--- config.mk ---
export PLATFORM = sky130hd
export DESIGN_NAME = div_clk_monitor
export DESIGN_NICKNAME = d
export VERILOG_FILES = /design/src/rtl/div_clk_monitor.sv
export SDC_FILE = /design/constraint.sdc
export NUM_CORES = 1
export LEC_CHECK = 0
export ABC_AREA = 0
export BUFFER_PORTS_ARGS = -buffer_cell sky130_fd_sc_hd__buf_2
export CELL_PAD_IN_SITES_DETAIL_PLACEMENT = 1
export CELL_PAD_IN_SITES_GLOBAL_PLACEMENT = 1
export CORE_MARGIN = 2
export CORE_UTILIZATION = 30
export DETAILED_ROUTE_END_ITERATION = 7
export PLACE_DENSITY = 0.6
export SYNTH_ARGS = -nofsm -noshare
export SYNTH_HDL_FRONTEND = slang
export SYNTH_SLANG_ARGS = --single-unit
--- constraint.sdc ---
create_clock -name clk_in -period 1.6 [get_ports clk_in]
set_clock_uncertainty 0.15 [all_clocks]
set_input_delay 0.48 -clock clk_in [delete_from_list [all_inputs] [get_ports clk_in]]
set_output_delay 0.48 -clock clk_in [all_outputs]
set_load 0.05 [all_outputs]
--- src/rtl/div_clk_monitor.sv ---
// Measures period and high time of a divided clock generated in the clk_in domain,
// reporting lock once the period is stable and timeout when the divided clock stops.
module div_clk_monitor #(
    parameter int CNT_W    = 8,
    parameter int LOCK_CNT = 4,
    parameter int TIMEOUT  = 200
) (
    input  logic             rst,
    input  logic             clk_in,
    input  logic             en,
    input  logic             div_in,
    output logic [CNT_W-1:0] period,
    output logic [CNT_W-1:0] high_time,
    output logic             meas_valid,
    output logic             locked,
    output logic             timeout
);

    // state  | meaning
    // S_IDLE | disabled or waiting for the first rising edge
    // S_MEAS | measuring, one result per rising edge
    // S_TOUT | divided clock stopped, waiting for it to resume
    localparam logic [1:0] S_IDLE = 2'd0;
    localparam logic [1:0] S_MEAS = 2'd1;
    localparam logic [1:0] S_TOUT = 2'd2;

    localparam logic [CNT_W-1:0] TO_VAL   = CNT_W'(TIMEOUT);
    localparam logic [CNT_W-1:0] CNT_MAX  = '1;
    localparam logic [3:0]       LOCK_VAL = 4'(LOCK_CNT);

    logic [1:0]       state_q, state_d;
    logic             div_q;
    logic [CNT_W-1:0] cnt_q, cnt_d;
    logic [CNT_W-1:0] hcnt_q, hcnt_d;
    logic [CNT_W-1:0] period_q, period_d;
    logic [CNT_W-1:0] high_time_q, high_time_d;
    logic             meas_valid_q, meas_valid_d;
    logic             locked_q, locked_d;
    logic             timeout_q, timeout_d;
    logic [3:0]       match_cnt_q, match_cnt_d;
    logic [3:0]       match_next;
    logic             rise;

    always_comb begin
        rise = div_in & ~div_q;

        if (rise)
            cnt_d = CNT_W'(1);
        else if (cnt_q < TO_VAL)
            cnt_d = cnt_q + 1'b1;
        else
            cnt_d = cnt_q;

        if (rise)
            hcnt_d = CNT_W'(1);
        else if (div_in && (hcnt_q != CNT_MAX))
            hcnt_d = hcnt_q + 1'b1;
        else
            hcnt_d = hcnt_q;

        // match_cnt of zero marks the first measurement since entering MEAS
        if (match_cnt_q == 4'd0)
            match_next = 4'd1;
        else if (cnt_q == period_q)
            match_next = (match_cnt_q >= LOCK_VAL) ? LOCK_VAL : match_cnt_q + 4'd1;
        else
            match_next = 4'd1;

        state_d      = state_q;
        period_d     = period_q;
        high_time_d  = high_time_q;
        meas_valid_d = 1'b0;
        locked_d     = locked_q;
        timeout_d    = timeout_q;
        match_cnt_d  = match_cnt_q;

        if (!en) begin
            state_d     = S_IDLE;
            locked_d    = 1'b0;
            timeout_d   = 1'b0;
            match_cnt_d = 4'd0;
        end else begin
            case (state_q)
                S_IDLE: begin
                    if (rise) state_d = S_MEAS;
                end
                S_MEAS: begin
                    if (rise) begin
                        period_d     = cnt_q;
                        high_time_d  = hcnt_q;
                        meas_valid_d = 1'b1;
                        match_cnt_d  = match_next;
                        locked_d     = (match_next >= LOCK_VAL);
                    end else if (cnt_q == TO_VAL) begin
                        state_d     = S_TOUT;
                        timeout_d   = 1'b1;
                        locked_d    = 1'b0;
                        match_cnt_d = 4'd0;
                    end
                end
                S_TOUT: begin
                    if (rise) begin
                        timeout_d = 1'b0;
                        state_d   = S_MEAS;
                    end
                end
                default: state_d = S_IDLE;
            endcase
        end
    end

    always_ff @(posedge clk_in or negedge rst) begin
        if (!rst) begin
            state_q      <= S_IDLE;
            div_q        <= 1'b1;
            cnt_q        <= '0;
            hcnt_q       <= '0;
            period_q     <= '0;
            high_time_q  <= '0;
            meas_valid_q <= 1'b0;
            locked_q     <= 1'b0;
            timeout_q    <= 1'b0;
            match_cnt_q  <= 4'd0;
        end else begin
            state_q      <= state_d;
            div_q        <= div_in;
            cnt_q        <= cnt_d;
            hcnt_q       <= hcnt_d;
            period_q     <= period_d;
            high_time_q  <= high_time_d;
            meas_valid_q <= meas_valid_d;
            locked_q     <= locked_d;
            timeout_q    <= timeout_d;
            match_cnt_q  <= match_cnt_d;
        end
    end

    assign period     = period_q;
    assign high_time  = high_time_q;
    assign meas_valid = meas_valid_q;
    assign locked     = locked_q;
    assign timeout    = timeout_q;

endmodule

Word-level counts from Yosys, hierarchy flattened
Cells that the tools add are included.
{ "totals": {"reg_bits": 42} }
{ "op_classes": {"order_cmp": 3, "mux": 28, "n_bitwise": 2, "n_addsub": 3, "reduce_logical": 10, "n_eq_ne": 12} }
{ "ops": {"columns": ["operator", "count"], "rows": [
  ["$mux 8", 4],
  ["$mux 4", 7],
  ["$add 8x1->8 const B", 2],
  ["$mux 1", 11],
  ["$ne 3x3->1 const B", 3],
  ["$eq 8x8->1", 1],
  ["$eq 8x8->1 const B", 1],
  ["$ge 4x3->1 const B", 2],
  ["$lt 8x8->1 const B", 1],
  ["$mux 2", 4],
  ["$ne 8x8->1 const B", 1],
  ["$ne 3x1->1 const B", 2],
  ["$reduce_and 3->1", 2],
  ["$add 4x1->4 const B", 1],
  ["$logic_not 4->1", 1],
  ["$pmux 2 s2", 1],
  ["$reduce_and 4->1", 1],
  ["$reduce_bool 2->1", 2],
  ["$ne 3x2->1 const B", 1],
  ["$eq 2x1->1 const B", 1],
  ["$eq 2x2->1 const B", 1],
  ["$logic_not 2->1", 1],
  ["$ne 2x1->1 const B", 1],
  ["$pmux 1 s2", 1],
  ["5 further kinds", 5]
]} }

Depth between registers and ports, before layout
Gate-level depths: netlist of the first run.
{ "depth": {"word_depth": 8, "ltp_mapped": 6} }

Worst setup path before layout of the first run
Ideal clock, no wire load.
{ "synth_timing": {"kind": "input -> register", "startpoint": "input port div_in", "endpoint": "register high_time_q[0], in the netlist high_time[0]", "cell_stages": 5, "arrival_time_ns": 1.370, "required_time_ns": 1.325, "path_buffers": 2, "path_slack_ns": -0.045, "cell_sequence": "buf_4 -> and2b_4 -> nand3_4 -> buf_6 -> mux2_2"} }
{ "synth_between": {"elab_chain_cells": 2} }
{ "synth_rtl": {"columns": ["element", "line", "text"], "rows": [
  ["from (decl)", "11", "input logic div_in,"],
  ["$and 1x1->1", "45", "rise = div_in & ~div_q;"],
  ["$reduce_and 3->1 (no source line)", null, null],
  ["to (signal assigned)", "130", "high_time_q <= high_time_d;"],
  ["to (decl)", "36", "logic [CNT_W-1:0] high_time_q, high_time_d;"]
]} }
Every way passes these cells.
A chain may end at the register's enable or synchronous reset.

Final worst setup path of the first run
{ "layout_timing": {"startpoint": "register cnt_q[5]", "endpoint": "register cnt_q[4]"} }
{ "layout_between": {"elab_chain_cells": 2} }
{ "layout_rtl": {"columns": ["element", "line", "text"], "rows": [
  ["from (decl)", "33", "logic [CNT_W-1:0] cnt_q, cnt_d;"],
  ["from (signal assigned)", "127", "cnt_q <= cnt_d;"],
  ["$lt 8x8->1", "49", "else if (cnt_q < TO_VAL)"],
  ["$reduce_bool 2->1 (no source line)", null, null]
]} }
Every way passes these cells.

==> impl_metrics.yaml, run 1 <==
power:
  seqPwrFrac: 0.428
  irDropWorstVdd_mv: 0.457
  p_leak_uw: 0.00127
  cellPowerDensity_mw_per_mm2: 1160
  p_int_uw: 1970
  clkPwrFrac: 0.231
  switching_share: 0.357
  combPwrFrac: 0.341
  p_sw_uw: 1100
  total_power_uw: 3070
die:
  io_pins: 23
  die_h_um: 88.0
  placementRows: 30
  dieArea_sq_mm: 0.00774
  start_util: 0.312
  die_w_um: 88.0
  core_region_area_sq_mm: 0.00679
clocking:
  cts.clk_slew.worst_paths_ps: 80
  numCtsBuffers: 5
  clk_latency_ps: 290
  cts_tree: "done"
  cts_hold_buf: 0
  clockRootBuffer: "clkbuf_8"
  clock-sinks: 42
  cts_max_path_buffers: 2
  htree_levels: 2
place:
  place_congestion: 0.690
  dpl_worst_slack_ps: -42.6
  io_buffer_count: 22
  hpwl_um: 3260
logic_synthesis:
  synth_edf_count: 0
  synth_cell_types: 43
  synthArstFlopShare: 1.00
  syn_nets: 194
  ys_ff_latch: 42
  syn-cell-area_sq_mm: 0.00212
  yosys_warnings: 0
  yosysSeqAreaShare: 0.497
  synthFlopType: "dfrtp_1"
  avgSynthCellArea_sq_um: 11.4
  synthCells: 185
routing:
  vias_per_cell: 4.63
  dr.first_iter.drc_count: 50
  ant_nets: 0
  drt_wl_total_um: 4430
  vias: 1528
  routedWlPerCell_um: 13.4
  drc: 0
  detail_route.first_pass.iterations: 3
global_route:
  antenna_found_initial: 0
  grt_pass1_vias: 1584
  grt_max_degree: 43
  grt_pass1_wl_um: 7530
  gr-total-overflow: 0
  grt_usage: 0.127
worst_setup_path:
  critPathMaxFanout: 6
  start_kind: "flip-flop"
  worstRegToRegCells: 5
  worst_r2r_endpoint: "cnt_q[4]"
  worstPathArrival_ps: 1630
  worstPathRequired_ps: 1630
  r2r_start: "cnt_q[5]"
  r2r_slack_ps: 0.09
  worstSetupPathType: "flip-flop to flip-flop"
  setup.worst_path.end_class: "flip-flop"
flow_run:
  drv_cap: 0
timing:
  fin_crit_sh: 1.00
  finalSetupViolCount: 0
  min_period_ps: 1600
  layout_setup_ws_ps: 0.0896
  rsz0062_at_grt: "true"
  fmax_mhz: 625
  worst_pin_slew_ps: 384
  timing_hold_violations_final: 0
  finalMaxSlewViolations: 0
  slew_headroom: 0.743
layout:
  drive_gt1_frac: 0.380
  syn2layout_area_growth_pct: 25.3
  diodes: 0
  nNetsFinal: 242
  fillers: 764
worst_hold_path:
  hold_path.class: "primary input to async pin"
outcome:
  outcome: "finished clean"
[cells in the mapped netlist, types with 2 or more instances]
cell type,instances,share of area
inv_1,10,0.018
nor3_1,4,0.0095
o21ai_0,5,0.012
clkbuf_1,2,0.0035
mux2_2,13,0.069
and3_1,2,0.0059
nand4_1,7,0.021
a21oi_1,7,0.017
xnor2_1,11,0.046
ha_1,5,0.030
a31oi_1,3,0.0089
a211oi_1,2,0.0071
a22o_1,3,0.012
buf_8,2,0.014
nand3_1,3,0.0071
xor2_1,4,0.017
nand2_1,13,0.023
and4b_1,2,0.0095
buf_6,4,0.021
nor2_1,19,0.034
dfrtp_1,41,0.48
mux2i_1,2,0.0095
[repair_timing]
action | CTS | global route
resized for setup | 8 | 13
pin swaps | 5 | 11
setup buffers | 0 | 1
setup endpoints to repair | 13 | 16
[cell families after synthesis]
group | synth area share
mux | 0.0786
compound gates | 0.103
flops | 0.497
xor+xnor | 0.0621
simple gates | 0.160
fa+ha+maj | 0.0296
buf+inv | 0.0691
[cell type report]
class	instances	area [sq um]	share of cell area
Inverter	10	37.5	0.0142
Multi-Input combinational cell	122	940	0.354
Tap cell	96	120	0.0453
Clock inverter	1	5.00	0.00189
Timing Repair Buffer	52	412	0.155
Sequential cell	42	1050	0.397
Clock buffer	7	86.3	0.0325
[routing by layer]
metal | vias to the layer above | part of all wire | global-route usage
li1 | 735 | - | -
met1 | 768 | 0.47 | 0.157
met2 | 21 | 0.49 | 0.218
met3 | 4 | 0.030 | 0.0311
met4 | 0 | 0.0088 | 0.0378
met5 | - | 0 | 0
[state kept, by name (all words and copies together) (netlist names)]
| register | count |
|---|---|
| timeout | 1 |
| state_q | 2 |
| match_cnt_q | 4 |
| period | 8 |
| meas_valid | 1 |
| div_q | 1 |
| locked | 1 |
| cnt_q | 8 |
| hcnt_q | 8 |
| high_time | 8 |
[how the worst max path moves through the flow]
stage | startpoint | end | slack (ps) | cells past startpoint
2_1_floorplan | div_in | high_time[0] | 10 | 5
3_3_place_gp | div_in | period[3] | -20 | 5
6_report | cnt_q[5] | cnt_q[4] | 0.09 | 5
5_1_grt | cnt_q[5] | cnt_q[4] | -90 | 5
3_5_place_dp | div_in | high_time[5] | -40 | 5
4_1_cts | cnt_q[5] | cnt_q[1] | -30 | 6
[power groups by stage]
| stage | Sequential, uW | Combinational (uW) | Clock, uW |
|---|---|---|---|
| 4_1_cts | 1310 | 1030 | 758 |
| 6_report | 1310 | 1050 | 708 |
| 5_1_grt | 1340 | 1140 | 786 |
| 2_1_floorplan | 1540 | 478 | 0 |
| 3_3_place_gp | 1330 | 966 | 0 |
| 3_5_place_dp | 1330 | 992 | 0 |
[cells in the final DEF (no fill, tap or decap), types with 2 or more instances in the layout]
master | netlist | layout
a21oi_1 | 7 | 6
xnor2_1 | 11 | 10
dfrtp_1 | 41 | 41
and3_1 | 2 | 2
and4b_1 | 2 | 2
a22o_1 | 3 | 3
nor2_2 | 0 | 2
nand2_1 | 13 | 13
buf_12 | 0 | 3
buf_4 | 1 | 29
ha_1 | 5 | 5
buf_2 | 1 | 14
mux2_2 | 13 | 13
mux2i_1 | 2 | 2
o21ai_0 | 5 | 4
nand3_1 | 3 | 3
nand4_1 | 7 | 7
nor2_1 | 19 | 17
nor3_1 | 4 | 4
clkbuf_8 | 1 | 6
buf_6 | 4 | 5
xor2_1 | 4 | 4
a31oi_1 | 3 | 3
a211oi_2 | 1 | 2
inv_1 | 10 | 10
[worst max-delay path, cell delays in order (launching register included)]
cell and delay [ps]:
dfrtp_1 430, buf_6 140, o311ai_4 380, nand4_1 170, xor2_1 160, nor2_1 50
[metrics by stage]
step	util	setup TNS (ps)	area, sq um	hold WS [ps]	cells
4_1_cts	0.384	-33.1	2610	2.07	329
6_report	0.390	0	2650	0.416	330
3_5_place_dp	0.367	-538	2490	329	321
2_1_floorplan	-	0	2120	34.4	185
5_1_grt	0.390	-583	2650	7.06	330
3_3_place_gp	0.367	-201	2490	328	321
Note: power is estimated with default switching activity, not from simulation.
==> run 2: changes to the inputs <==
- RECOVER_POWER: not set -> 25
==> run 2 against run 1 <==
Net effect: hold slack improved by 170 ps; sequential share of layout area rose by 0.23 points; sequential power barely moved; first-iteration DRC count did not move; worst setup slack did not move; highest routed layer unchanged; non-clock buffer count did not move; combinational power barely moved.
==> impl_metrics.yaml, run 2 (same netlist as run 1, synthesis figures left out) <==
clocking:
  clk_latency_ps: 290
  cts_max_path_buffers: 2
  cts_tree: "done"
  cts_hold_buf: 0
  clock-sinks: 42
  cts.clk_slew.worst_paths_ps: 80
  htree_levels: 2
  numCtsBuffers: 5
  clockRootBuffer: "clkbuf_8"
timing:
  fin_crit_sh: 1.00
  worst_pin_slew_ps: 1070
  min_period_ps: 1600
  timing_hold_violations_final: 0
  finalMaxSlewViolations: 0
  rsz0062_at_grt: "true"
  slew_headroom: 0.287
  finalSetupViolCount: 0
  fmax_mhz: 625
global_route:
  grt_pass1_vias: 1584
  gr-total-overflow: 0
  antenna_found_initial: 0
  grt_max_degree: 43
  grt_usage: 0.127
  grt_pass1_wl_um: 7530
die:
  start_util: 0.312
  die_h_um: 88.0
  placementRows: 30
  die_w_um: 88.0
  core_region_area_sq_mm: 0.00679
  io_pins: 23
  dieArea_sq_mm: 0.00774
layout:
  fin_util: 0.388
  diodes: 0
  syn2layout_area_growth_pct: 24.6
  fillers: 766
  final_common_cell: "dfrtp_1"
  drive_gt1_frac: 0.380
  final_cell_mix: "dfrtp_1 (41), buf_4 (29), nor2_1 (17)"
  nNetsFinal: 242
worst_setup_path:
  crit_chain: "buf_6 > o311ai_4 > nand4_1 > xor2_1 > nor2_1"
  start_kind: "flip-flop"
  setup.worst_path.end_class: "flip-flop"
  cp.depth: 5
  r2r_slack_ps: 0.09
  crit_end: "cnt_q[4]"
  worstPathArrival_ps: 1630
  critPathMaxFanout: 6
  crit_start: "cnt_q[5]"
  r2r_start: "cnt_q[5]"
  worstRegToRegCells: 5
  worstSetupPathType: "flip-flop to flip-flop"
  cp_num_buf_inv: 1
  critPathMaxStageDelay_ps: 430
  worstPathRequired_ps: 1630
  worst_r2r_endpoint: "cnt_q[4]"
  crit_family: "flip-flops"
  critPathSlowestCell: "dfrtp_1"
routing:
  vias: 1527
  routedWlPerCell_um: 13.4
  ant_nets: 0
  dr.first_iter.drc_count: 50
  drt_wl_total_um: 4430
  detail_route.first_pass.iterations: 3
  vias_per_cell: 4.63
  drc: 0
worst_hold_path:
  min_from: "div_in"
  hold_path.class: "primary input to flip-flop"
power:
  irDropWorstVdd_mv: 0.457
  p_leak_uw: 0.00126
  total_power_uw: 3060
  cellPowerDensity_mw_per_mm2: 1160
place:
  hpwl_um: 3260
  io_buffer_count: 22
  place_congestion: 0.690
outcome:
  outcome: "finished clean"
flow_run:
  drv_cap: 0
run 2: cell types whose count changed in the layout (fill, tap and decap cells not counted), sizes merged:
cell,before,now
buf,51,50
clkbuf,8,9
run 2: area by class of cell:
class | instances | area (sq um) | share of cell area
flip-flops and latches | 42 | 1050 | 0.399
multi-input cells | 122 | 940 | 0.356
repair buffers | 52 | 397 | 0.150
well taps | 96 | 120 | 0.0455
clock buffers | 7 | 86.3 | 0.0327
clock inverters | 1 | 5.00 | 0.00190
inverters | 10 | 37.5 | 0.0142
run 2: metrics by stage:
step	TNS, ps	setup WS (ps)	instances	hold WS, ps	area, sq um
2_1_floorplan	0	9.62	185	34.4	2120
3_3_place_gp	-201	-15.1	321	328	2490
3_5_place_dp	-538	-42.6	321	329	2490
4_1_cts	-33.1	-28.3	329	2.07	2610
5_1_grt	-583	-93.7	330	165	2640
6_report	0	0.0896	330	172	2640
run 2: how the worst min path moves through the flow:
stage,to,slack [ps],depth (start not counted)
2_1_floorplan,cnt_q[0],30,0
6_report,div_q,170,1
5_1_grt,div_q,160,1
3_3_place_gp,period[5],330,2
3_5_place_dp,period[5],330,2
4_1_cts,period[5],2,2
run 2: report_power, final:
| part | internal, uW | switching (uW) | leakage [uW] |
|---|---|---|---|
| clock network | 348 | 360 | 0.0000482 |
| registers | 1190 | 122 | 0.000563 |
| logic | 428 | 613 | 0.000653 |
| total | 1970 | 1100 | 0.00126 |
run 2: routing by layer:
layer	global-route usage	routed length, um	up-vias
met5	0	0	-
met3	0.0311	142	4
met4	0.0378	39	0
met1	0.157	2080	767
met2	0.218	2170	21
li1	-	-	735
run 2: worst register-to-register path, cell delays in order (launching register included):
cell and delay (ps):
dfrtp_1 430, buf_6 140, o311ai_4 380, nand4_1 170, xor2_1 160, nor2_1 50
run 2: repair_timing:
| action | 4_1_cts | 5_1_grt |
|---|---|---|
| gates cloned | 0 | 0 |
| pin swaps | 5 | 11 |
| resized for setup | 8 | 13 |
| setup buffers | 0 | 1 |
| setup endpoints to repair | 13 | 16 |
